$ cat src/rtl/uart_pkg.sv
// uart_pkg: types and constants shared by the UART transmit-side and receive-side blocks.
//   UART_BYTE_W     : width of one UART data byte
//   tx_fifo_state_t : launcher FSM states of uart_tx_fifo
package uart_pkg;

    localparam int unsigned UART_BYTE_W = 8;

    typedef enum logic [1:0] {
        IDLE,
        LAUNCH,
        WAIT_BUSY,
        WAIT_DONE
    } tx_fifo_state_t;

endpackage

$ cat src/rtl/sync_fifo_mem.sv
// sync_fifo_mem: DEPTH x byte storage array, one synchronous write port and one
// asynchronous read port. Contents are never reset.
//   clk       : system clock
//   wr_en     : write strobe
//   wr_addr   : write address
//   wr_data   : byte written at wr_addr
//   rd_addr   : read address
//   rd_data_c : byte stored at rd_addr (combinational)
module sync_fifo_mem
    import uart_pkg::*;
#(
    parameter int unsigned DEPTH  = 16,
    parameter int unsigned ADDR_W = $clog2(DEPTH)
) (
    input  logic                   clk,
    input  logic                   wr_en,
    input  logic [ADDR_W-1:0]      wr_addr,
    input  logic [UART_BYTE_W-1:0] wr_data,
    input  logic [ADDR_W-1:0]      rd_addr,
    output logic [UART_BYTE_W-1:0] rd_data_c
);

    logic [UART_BYTE_W-1:0] mem [DEPTH];

    // Write port
    always_ff @(posedge clk) begin
        if (wr_en) begin
            mem[wr_addr] <= wr_data;
        end
    end

    // Asynchronous read
    assign rd_data_c = mem[rd_addr];

endmodule

$ cat src/rtl/uart_tx_fifo.sv
// uart_tx_fifo: byte queue that feeds the UART transmitter one byte at a time.
// A byte is removed from the queue only once the transmitter raises busy after a
// launch; if busy does not rise within ACK_TIMEOUT cycles the same byte is re-launched.
//   clk, rst       : clock, synchronous active-high reset
//   in_wr_data     : byte to enqueue
//   in_wr_en       : enqueue strobe
//   out_full       : queue holds DEPTH bytes
//   out_empty      : queue holds no bytes
//   out_level      : byte count 0..DEPTH
//   out_overflow   : sticky, a write was dropped on a full queue
//   in_ovf_clear   : rising edge clears out_overflow
//   out_tx_data    : byte presented to the transmitter
//   out_tx_valid   : one-cycle launch request
//   in_tx_busy     : transmitter busy / acknowledge
module uart_tx_fifo
    import uart_pkg::*;
#(
    parameter int unsigned DEPTH       = 16,
    parameter int unsigned ADDR_W      = $clog2(DEPTH),
    parameter int unsigned ACK_TIMEOUT = 8
) (
    input  logic                   clk,
    input  logic                   rst,
    input  logic [UART_BYTE_W-1:0] in_wr_data,
    input  logic                   in_wr_en,
    output logic                   out_full,
    output logic                   out_empty,
    output logic [ADDR_W:0]        out_level,
    output logic                   out_overflow,
    input  logic                   in_ovf_clear,
    output logic [UART_BYTE_W-1:0] out_tx_data,
    output logic                   out_tx_valid,
    input  logic                   in_tx_busy
);

    localparam int unsigned LVL_W = ADDR_W + 1;
    localparam int unsigned CNT_W = (ACK_TIMEOUT > 1) ? $clog2(ACK_TIMEOUT) : 1;

    tx_fifo_state_t state;
    tx_fifo_state_t state_next;

    logic [ADDR_W-1:0]      wr_ptr;
    logic [ADDR_W-1:0]      rd_ptr;
    logic [CNT_W-1:0]       cnt;
    logic                   ovf_clear_q;
    logic [UART_BYTE_W-1:0] rd_byte_c;
    logic [LVL_W-1:0]       level_next_c;

    logic pop_c;
    logic load_c;
    logic cnt_clr_c;
    logic cnt_inc_c;
    logic valid_next_c;
    logic timeout_c;
    logic wr_accept_c;
    logic drop_c;
    logic clr_rise_c;

    sync_fifo_mem #(
        .DEPTH  (DEPTH),
        .ADDR_W (ADDR_W)
    ) u_mem (
        .clk       (clk),
        .wr_en     (wr_accept_c & ~rst),
        .wr_addr   (wr_ptr),
        .wr_data   (in_wr_data),
        .rd_addr   (rd_ptr),
        .rd_data_c (rd_byte_c)
    );

    assign timeout_c = (cnt == CNT_W'(ACK_TIMEOUT - 1));

    // State register
    always_ff @(posedge clk) begin
        if (rst) begin
            state <= IDLE;
        end else begin
            state <= state_next;
        end
    end

    // Next-state logic
    always_comb begin
        state_next = state;
        case (state)
            IDLE: begin
                if (!out_empty && !in_tx_busy) begin
                    state_next = LAUNCH;
                end
            end
            LAUNCH: begin
                state_next = WAIT_BUSY;
            end
            WAIT_BUSY: begin
                if (in_tx_busy) begin
                    state_next = WAIT_DONE;
                end else if (timeout_c) begin
                    state_next = LAUNCH;
                end
            end
            WAIT_DONE: begin
                if (!in_tx_busy) begin
                    state_next = IDLE;
                end
            end
            default: state_next = IDLE;
        endcase
    end

    // FSM control outputs
    always_comb begin
        pop_c        = 1'b0;
        load_c       = 1'b0;
        cnt_clr_c    = 1'b0;
        cnt_inc_c    = 1'b0;
        valid_next_c = 1'b0;
        case (state)
            IDLE: begin
                load_c = !out_empty && !in_tx_busy;
            end
            LAUNCH: begin
                cnt_clr_c    = 1'b1;
                valid_next_c = 1'b1;
            end
            WAIT_BUSY: begin
                pop_c     = in_tx_busy;
                cnt_inc_c = !in_tx_busy && !timeout_c;
            end
            default: ;
        endcase
    end

    // A pop on the same edge frees a slot, so a write into a full queue still lands.
    assign wr_accept_c  = in_wr_en & (~out_full | pop_c);
    assign drop_c       = in_wr_en & out_full & ~pop_c;
    assign clr_rise_c   = in_ovf_clear & ~ovf_clear_q;
    assign level_next_c = out_level + LVL_W'(wr_accept_c) - LVL_W'(pop_c);

    // Registered copy of the clear input for edge detection
    always_ff @(posedge clk) begin
        ovf_clear_q <= in_ovf_clear;
    end

    // Pointers, level, flags, timeout counter and transmitter outputs
    always_ff @(posedge clk) begin
        if (rst) begin
            wr_ptr       <= '0;
            rd_ptr       <= '0;
            out_level    <= '0;
            out_empty    <= 1'b1;
            out_full     <= 1'b0;
            out_overflow <= 1'b0;
            out_tx_valid <= 1'b0;
            out_tx_data  <= '0;
            cnt          <= '0;
        end else begin
            if (wr_accept_c) begin
                wr_ptr <= wr_ptr + ADDR_W'(1);
            end
            if (pop_c) begin
                rd_ptr <= rd_ptr + ADDR_W'(1);
            end
            out_level <= level_next_c;
            out_full  <= (level_next_c == LVL_W'(DEPTH));
            out_empty <= (level_next_c == '0);

            // A new drop wins over a simultaneous clear
            if (drop_c) begin
                out_overflow <= 1'b1;
            end else if (clr_rise_c) begin
                out_overflow <= 1'b0;
            end

            // Valid is registered from LAUNCH, so it appears the cycle after the FSM enters LAUNCH
            out_tx_valid <= valid_next_c;
            if (load_c) begin
                out_tx_data <= rd_byte_c;
            end

            if (cnt_clr_c) begin
                cnt <= '0;
            end else if (cnt_inc_c) begin
                cnt <= cnt + CNT_W'(1);
            end
        end
    end

endmodule

$ cat config.mk
export PLATFORM = sky130hd
export DESIGN_NAME = uart_tx_fifo
export DESIGN_NICKNAME = d
export VERILOG_FILES = /design/src/rtl/uart_pkg.sv /design/src/rtl/sync_fifo_mem.sv /design/src/rtl/uart_tx_fifo.sv
export SDC_FILE = /design/constraint.sdc
export NUM_CORES = 1
export LEC_CHECK = 0
export ABC_CLOCK_PERIOD_IN_PS = 3000
export CORE_ASPECT_RATIO = 2
export CORE_MARGIN = 2
export CORE_UTILIZATION = 45
export CTS_CLUSTER_DIAMETER = 80
export DETAILED_ROUTE_END_ITERATION = 8
export PLACE_DENSITY_LB_ADDON = 0.12
export SLEW_MARGIN = 10
export SYNTH_ARGS = -nofsm -noshare
export SYNTH_HDL_FRONTEND = slang
export SYNTH_SLANG_ARGS = --single-unit
$ cat constraint.sdc
create_clock -name clk -period 3 [get_ports clk]
set_clock_uncertainty 0.1 [all_clocks]
set_input_delay 0.6 -clock clk [delete_from_list [all_inputs] [get_ports clk]]
set_output_delay 0.6 -clock clk [all_outputs]
set_load 0.01 [all_outputs]
# --- Word level (Yosys, flattened, before mapping) ---
# Memory sizes are Yosys's and may differ from the RTL's. A register that Yosys moved wholly into a read port is not among the register bits.
# Cells that the tools add are included.
totals:
  register_bits: 23
  output_inout_bits: 17
  ram_bits: 128
  mem_count: 1
classes:
  eq_ne: 8
  n_addsub: 5
  n_mux: 13
  n_bitwise: 10
  reduce_logical: 10
memory_table:
  columns: ["name", "depth", "word_bits", "read_ports", "rd_clocked_by_memory_dff", "write_ports", "line", "text"]
  rows:
  - ["u_mem.mem", 16, 8, 1, 1, 1, "sync_fifo_mem.sv:23", "logic [UART_BYTE_W-1:0] mem [DEPTH];"]
op_table:
  columns: ["cell", "n"]
  rows:
  - ["adder 4 x 1 -> 4 bit (second input constant)", 2]
  - ["two-way mux 1 bit", 8]
  - ["two-way mux 2 bit", 4]
  - ["case mux 2 bit (4 select lines)", 1]
  - ["adder 5 x 1 -> 5 bit", 1]
  - ["AND 1 bit", 5]
  - ["equality test 5 bit (second input constant)", 1]
  - ["zero test 5 bit", 1]
  - ["subtractor 5 x 1 -> 5 bit", 1]
  - ["equality test 2 bit (second input constant)", 2]
  - ["inequality test 2 bit (second input constant)", 2]
  - ["NOT 1 bit", 4]
  - ["adder 3 x 1 -> 3 bit (second input constant)", 1]
  - ["equality test 3 bit (second input constant)", 1]
  - ["zero test 1 bit", 3]
  - ["inequality test 3 bit (second input constant)", 1]
  - ["AND reduction 3 bit", 1]
  - ["equality test 2 x 1 -> 1 bit (second input constant)", 1]
  - ["logical AND 1 bit", 2]
  - ["zero test 2 bit", 1]
  - ["nonzero test 2 bit", 1]
  - ["OR reduction 2 bit", 1]
  - ["bitwise OR 1 bit", 1]

# --- Longest topological paths before layout ---
depth:
  depth_word: 7
  mapped_depth: 12

# --- Cells and area by module ---
# Synthesis repeated with hierarchy kept, for this count alone.
unflattened:
  hier_cells: 358
  area_unflattened_um2: 6342.3
by_module_without_submodules:
  columns: ["module", "n_inst", "area_each_um2", "cells_per_inst"]
  rows:
  - ["sync_fifo_mem", 1, 4987.3, 221]
  - ["uart_tx_fifo", 1, 1355.0, 137]

# --- Worst setup path before layout ---
# No wires, ideal clock.
synth_timing:
  kind: "input port to flip-flop"
  start: "in in_tx_busy"
  end: "reg out_full"
  setup_ps: 114
  arrival_time_ps: 2872
  stages: 11
  slack_ps: -87
  cell_sequence: "nand3b_1 a21boi_1 inv_1 ha_1 inv_1 ha_1 inv_1 fa_1 xnor2_1 or3b_2 a2111oi_0"
synth_between:
  elab_chain_cells: 6
synth_rtl:
  columns: ["item", "line", "text"]
  rows:
  - ["start, declared", "uart_tx_fifo.sv:33", "input logic in_tx_busy"]
  - ["two-way mux 1 bit *", "uart_tx_fifo.sv:117", "case (state)"]
  - ["bitwise OR 1 bit", "uart_tx_fifo.sv:134", "assign wr_accept_c = in_wr_en & (~out_full | pop_c);"]
  - ["AND 1 bit", "uart_tx_fifo.sv:134", null]
  - ["adder 5 x 1 -> 5 bit", "uart_tx_fifo.sv:137", "assign level_next_c = out_level + LVL_W'(wr_accept_c) - LVL_W'(pop_c);"]
  - ["subtractor 5 x 1 -> 5 bit *", "uart_tx_fifo.sv:137", null]
  - ["equality test 5 bit *", "uart_tx_fifo.sv:164", "out_full <= (level_next_c == LVL_W'(DEPTH));"]
  - ["end signal, assigned", "uart_tx_fifo.sv:164", null]
  - ["end, declared", "uart_tx_fifo.sv:26", "output logic out_full,"]
# Mark *: on every way between the ends. The rest lies on a longest branch, timed or not.
# A chain may end at the register's enable or synchronous reset.

# --- Worst setup path in the final report ---
layout_timing:
  start: "in in_wr_en"
  end: "reg out_empty"
layout_between:
  elab_chain_cells: 4
layout_rtl:
  columns: ["item", "line", "text"]
  rows:
  - ["start, declared", "uart_tx_fifo.sv:25", "input logic in_wr_en,"]
  - ["AND 1 bit", "uart_tx_fifo.sv:134", null]
  - ["adder 5 x 1 -> 5 bit", "uart_tx_fifo.sv:137", null]
  - ["subtractor 5 x 1 -> 5 bit", "uart_tx_fifo.sv:137", null]
  - ["zero test 5 bit", "uart_tx_fifo.sv:165", "out_empty <= (level_next_c == '0);"]
  - ["end signal, assigned", "uart_tx_fifo.sv:165", null]
  - ["end, declared", "uart_tx_fifo.sv:27", "output logic out_empty,"]
# No other way between the ends.

==> key figures <==
Outcome
  – Status: finished clean

Global route
  – Antenna violations before repair: 0
  – Most Crowded Layer GR: met2
  – Met2 routing resource usage after global routing: 0.342
  – Number of global-route vias before repair: 3434
  – Met1 track demand over resource: 0.194
  – Remaining Overflow, GRT: 0
  – Maximum number of pins on one net before global-route repair: 35
  – GR met3 Demand/Resource: 0.0403
  – Global-route wire length before repair: 19000 µm
  – GR Util All Layers: 0.182

Logic synthesis
  – Nets in the synthesized netlist: 379
  – Post-Syn Area: 6290 µm²
  – Biggest area contributors in the synthesized netlist: edfxtp_1 61%, mux4_2 11%, dfxtp_1 9.9%, mux2i_1 3.0%, ha_1 2.4%
  – Synth area leader: edfxtp_1
  – Synth unique cells: 37
  – Sequential element share of the synthesized area: 0.710
  – Instance count of the mapped netlist: 353
  – Average instance area after synthesis: 17.8 µm²
  – Total of warnings raised by yosys: 0
  – Yosys top cell area share: 0.611
  – Number of storage elements in the synthesis netlist: 159

Timing
  – Total of endpoints with negative setup slack in the final report: 0
  – Number of endpoints with negative hold slack in the final report: 0
  – Max Transition Viols Final: 0
  – RSZ-0062 raised after global routing: no
  – Min setup slack post-route: 169 ps
  – Actual slew at the worst max-slew pin: 903 ps
  – Final critical delay including setup and external delays: 2830 ps
  – Final cycle utilization of the critical path: 0.944
  – Worst slew margin: 0.396
  – Maximum achievable frequency: 0.353 GHz

Cells and area
  – Final net count: 444
  – Synth-to-Final Area Change: 21.9%
  – Layout cells sized above 1: 0.247
  – Most common library cell in the layout ignoring fill and taps: edfxtp_1
  – Ant. Diodes: 0
  – Leading cell types in the layout, fill and taps excluded: 128 x edfxtp_1, 32 x mux4_2, 31 x nor2_1, 31 x buf_4, 30 x dfxtp_1
  – Final Cell Area: 7670 µm²

Power and ir drop
  – Internal Power: 0.00435 W
  – Fraction of power consumed by the clock network: 0.400
  – Proportion of power drawn by combinational gates: 0.153
  – Fraction of power consumed by sequential logic: 0.447
  – Peak supply drop: 0.580 mV
  – Leakage power of the design: 2.52 nW
  – Sw Share: 0.239
  – Cell area power density: 745 nW/µm²
  – Switching power: 0.00137 W

Setup path
  – Critical Path AT: 3040 ps
  – Crit-path max FO: 2
  – Critical path class: input port to flop
  – Worst-path cell with the longest stage delay: clkdlybuf4s50_1
  – Worst stage delay on the critical path: 470 ps
  – Most used cell, CP: inv_1
  – Worst setup EP type: flop
  – Nature of the critical path startpoint: input port
  – Required time of the worst setup path: 3210 ps
  – Cells traversed along the worst timing path: clkdlybuf4s50_1 > a21boi_2 > inv_1 > ha_1 > inv_1 > ha_2 > inv_2 > fa_2 > nor2b_1 > o21a_1 > or3_4 > buf_6 > a41o_1

Hold path
  – Class of the tightest hold or removal check: flop to flop

Placement
  – Weighted congestion at the end of routability-driven global placement: 0.813
  – Area of placed instances: 6990 µm²
  – Setup slack after placement: -654 ps
  – Dpl hpwl: 8210 µm
  – Total of buffers placed on input and output ports: 29

Clock tree
  – Clock root cell: clkbuf_16
  – Deepest level of the CTS H-tree: 4
  – Clock latency at the later pin of the worst-skew pair: 420 ps
  – Clk pin slew, worst setup/hold paths: 70 ps
  – TritonCTS clock tree: yes
  – Clock buffers created by TritonCTS: 17
  – Bufs on Longest Clock Path: 2
  – Total number of clock tree sinks: 159

Die
  – I/O pins: 30
  – Die Y: 171 µm
  – Width of the die: 87.6 µm
  – Die Footprint: 15000 µm²
  – Core outline area: 13800 µm²
  – Starting density of the core: 0.455
  – Std-Cell Rows: 61

Drt
  – Routed via count divided by cell count: 5.28
  – Post-DR wirelength/cell: 20.3 µm
  – Antenna-violating nets left: 0
  – Post-route DRC: 0
  – Drt first pass iters: 4
  – Number of design-rule violations left by the first detailed-router iteration: 189
  – Via count: 3270
  – Total wire length after detailed routing: 12600 µm

Run
  – Maximum Capacitance Violations: 0
==> state kept, by name (all words and copies together) (netlist names) <==
name and flops:
cnt 3, out_empty 1, out_full 1, out_level 5, out_overflow 1, out_tx_data 8, out_tx_valid 1, ovf_clear_q 1
rd_ptr 4, state 2, u_mem.mem 128, wr_ptr 4
==> area by class of cell <==
cell class / instances / area, µm²
fill: 1094 / 6140
sequential: 159 / 4470
multi-input combinational: 166 / 1730
timing repair buffer: 62 / 557
clock buffer: 17 / 425
tap: 189 / 236
clock inverter: 14 / 206
inverter: 12 / 45.0
==> Yosys cell counts (all sizes together) <==
cell and n:
edfxtp 128, mux4 32, dfxtp 31, nor2 31, mux2i 19, ha 12, inv 11, nand3b 10
buf 9, o221ai 8, clkbuf 7, nand2 7, a21oi 6, xor2 6, xnor2 5, nor2b 4
o21ai 4, or3 3, or3b 3, nand2b 2, o211ai 2, a2111oi 1, a21boi 1, a21o 1
a41o 1, and3 1, clkinv 1, fa 1, nand3 1, nand4 1, nor3b 1, nor4b 1
o21a 1, or4 1
==> layer usage <==
| layer | share of wire | routed length [µm] |
|---|---|---|
| met4 | 0.015 | 184 |
| met2 | 0.58 | 7360 |
| met1 | 0.37 | 4650 |
| met3 | 0.031 | 395 |
| met5 | 0 | 0 |
==> repair_timing <==
action	4_1_cts	5_1_grt
resized for setup	6	5
endpoints found under the setup margin	2	3
pin swaps	2	7
hold buffers	0	0
buffers inserted	2	0
==> cells by family (layout without fill, tap and decap cells) <==
family | Yosys count | in the layout | synth area share
AOI/OAI and AO/OA | 25 | 25 | 0.0281
xor gates and xnor gates | 11 | 11 | 0.0153
adders and majority gates | 13 | 13 | 0.0271
buffers and inverters | 28 | 105 | 0.0201
DFF | 159 | 159 | 0.710
muxes | 51 | 51 | 0.145
and+or+nand+nor | 66 | 66 | 0.0549
==> critical path, delay by kind of cell <==
family	cells	cell delay, ps
compound gates	3	580
buf+inv	5	750
simple gates	2	470
fa+ha+maj	3	640
==> worst paths after layout <==
check,slack (ps),start,end,cells after the start
worst max-delay path,170,in_wr_en,out_empty$_SDFF_PP1_,13
worst min-delay path,380,out_overflow$_SDFFE_PP0P_,out_overflow$_SDFFE_PP0P_,2
worst max register to register,290,state[0]$_SDFFE_PP0P_,out_empty$_SDFF_PP1_,13
worst min register to register,380,out_overflow$_SDFFE_PP0P_,out_overflow$_SDFFE_PP0P_,2
==> power by group through the flow <==
stage | Sequential (W) | Clock [W] | Combinational, W
2_1_floorplan | 0.00261 | 0 | 0.000394
3_3_place_gp | 0.00260 | 0 | 0.000763
3_5_place_dp | 0.00261 | 0 | 0.000790
4_1_cts | 0.00256 | 0.00232 | 0.000866
5_1_grt | 0.00257 | 0.00242 | 0.000967
6_report | 0.00255 | 0.00228 | 0.000875
==> metrics by stage <==
step	power, W	cells	util	hold slack [ps]	setup TNS [ps]
after detailed placement	0.00340	586	0.506	381	-3900
after global placement	0.00337	586	0.506	369	-3660
final	0.00571	619	0.555	382	0
after CTS	0.00575	619	0.555	389	0
after floorplan	0.00301	353	-	365	0
after global routing	0.00595	619	0.555	428	0
(Power assumes the default switching activity.)
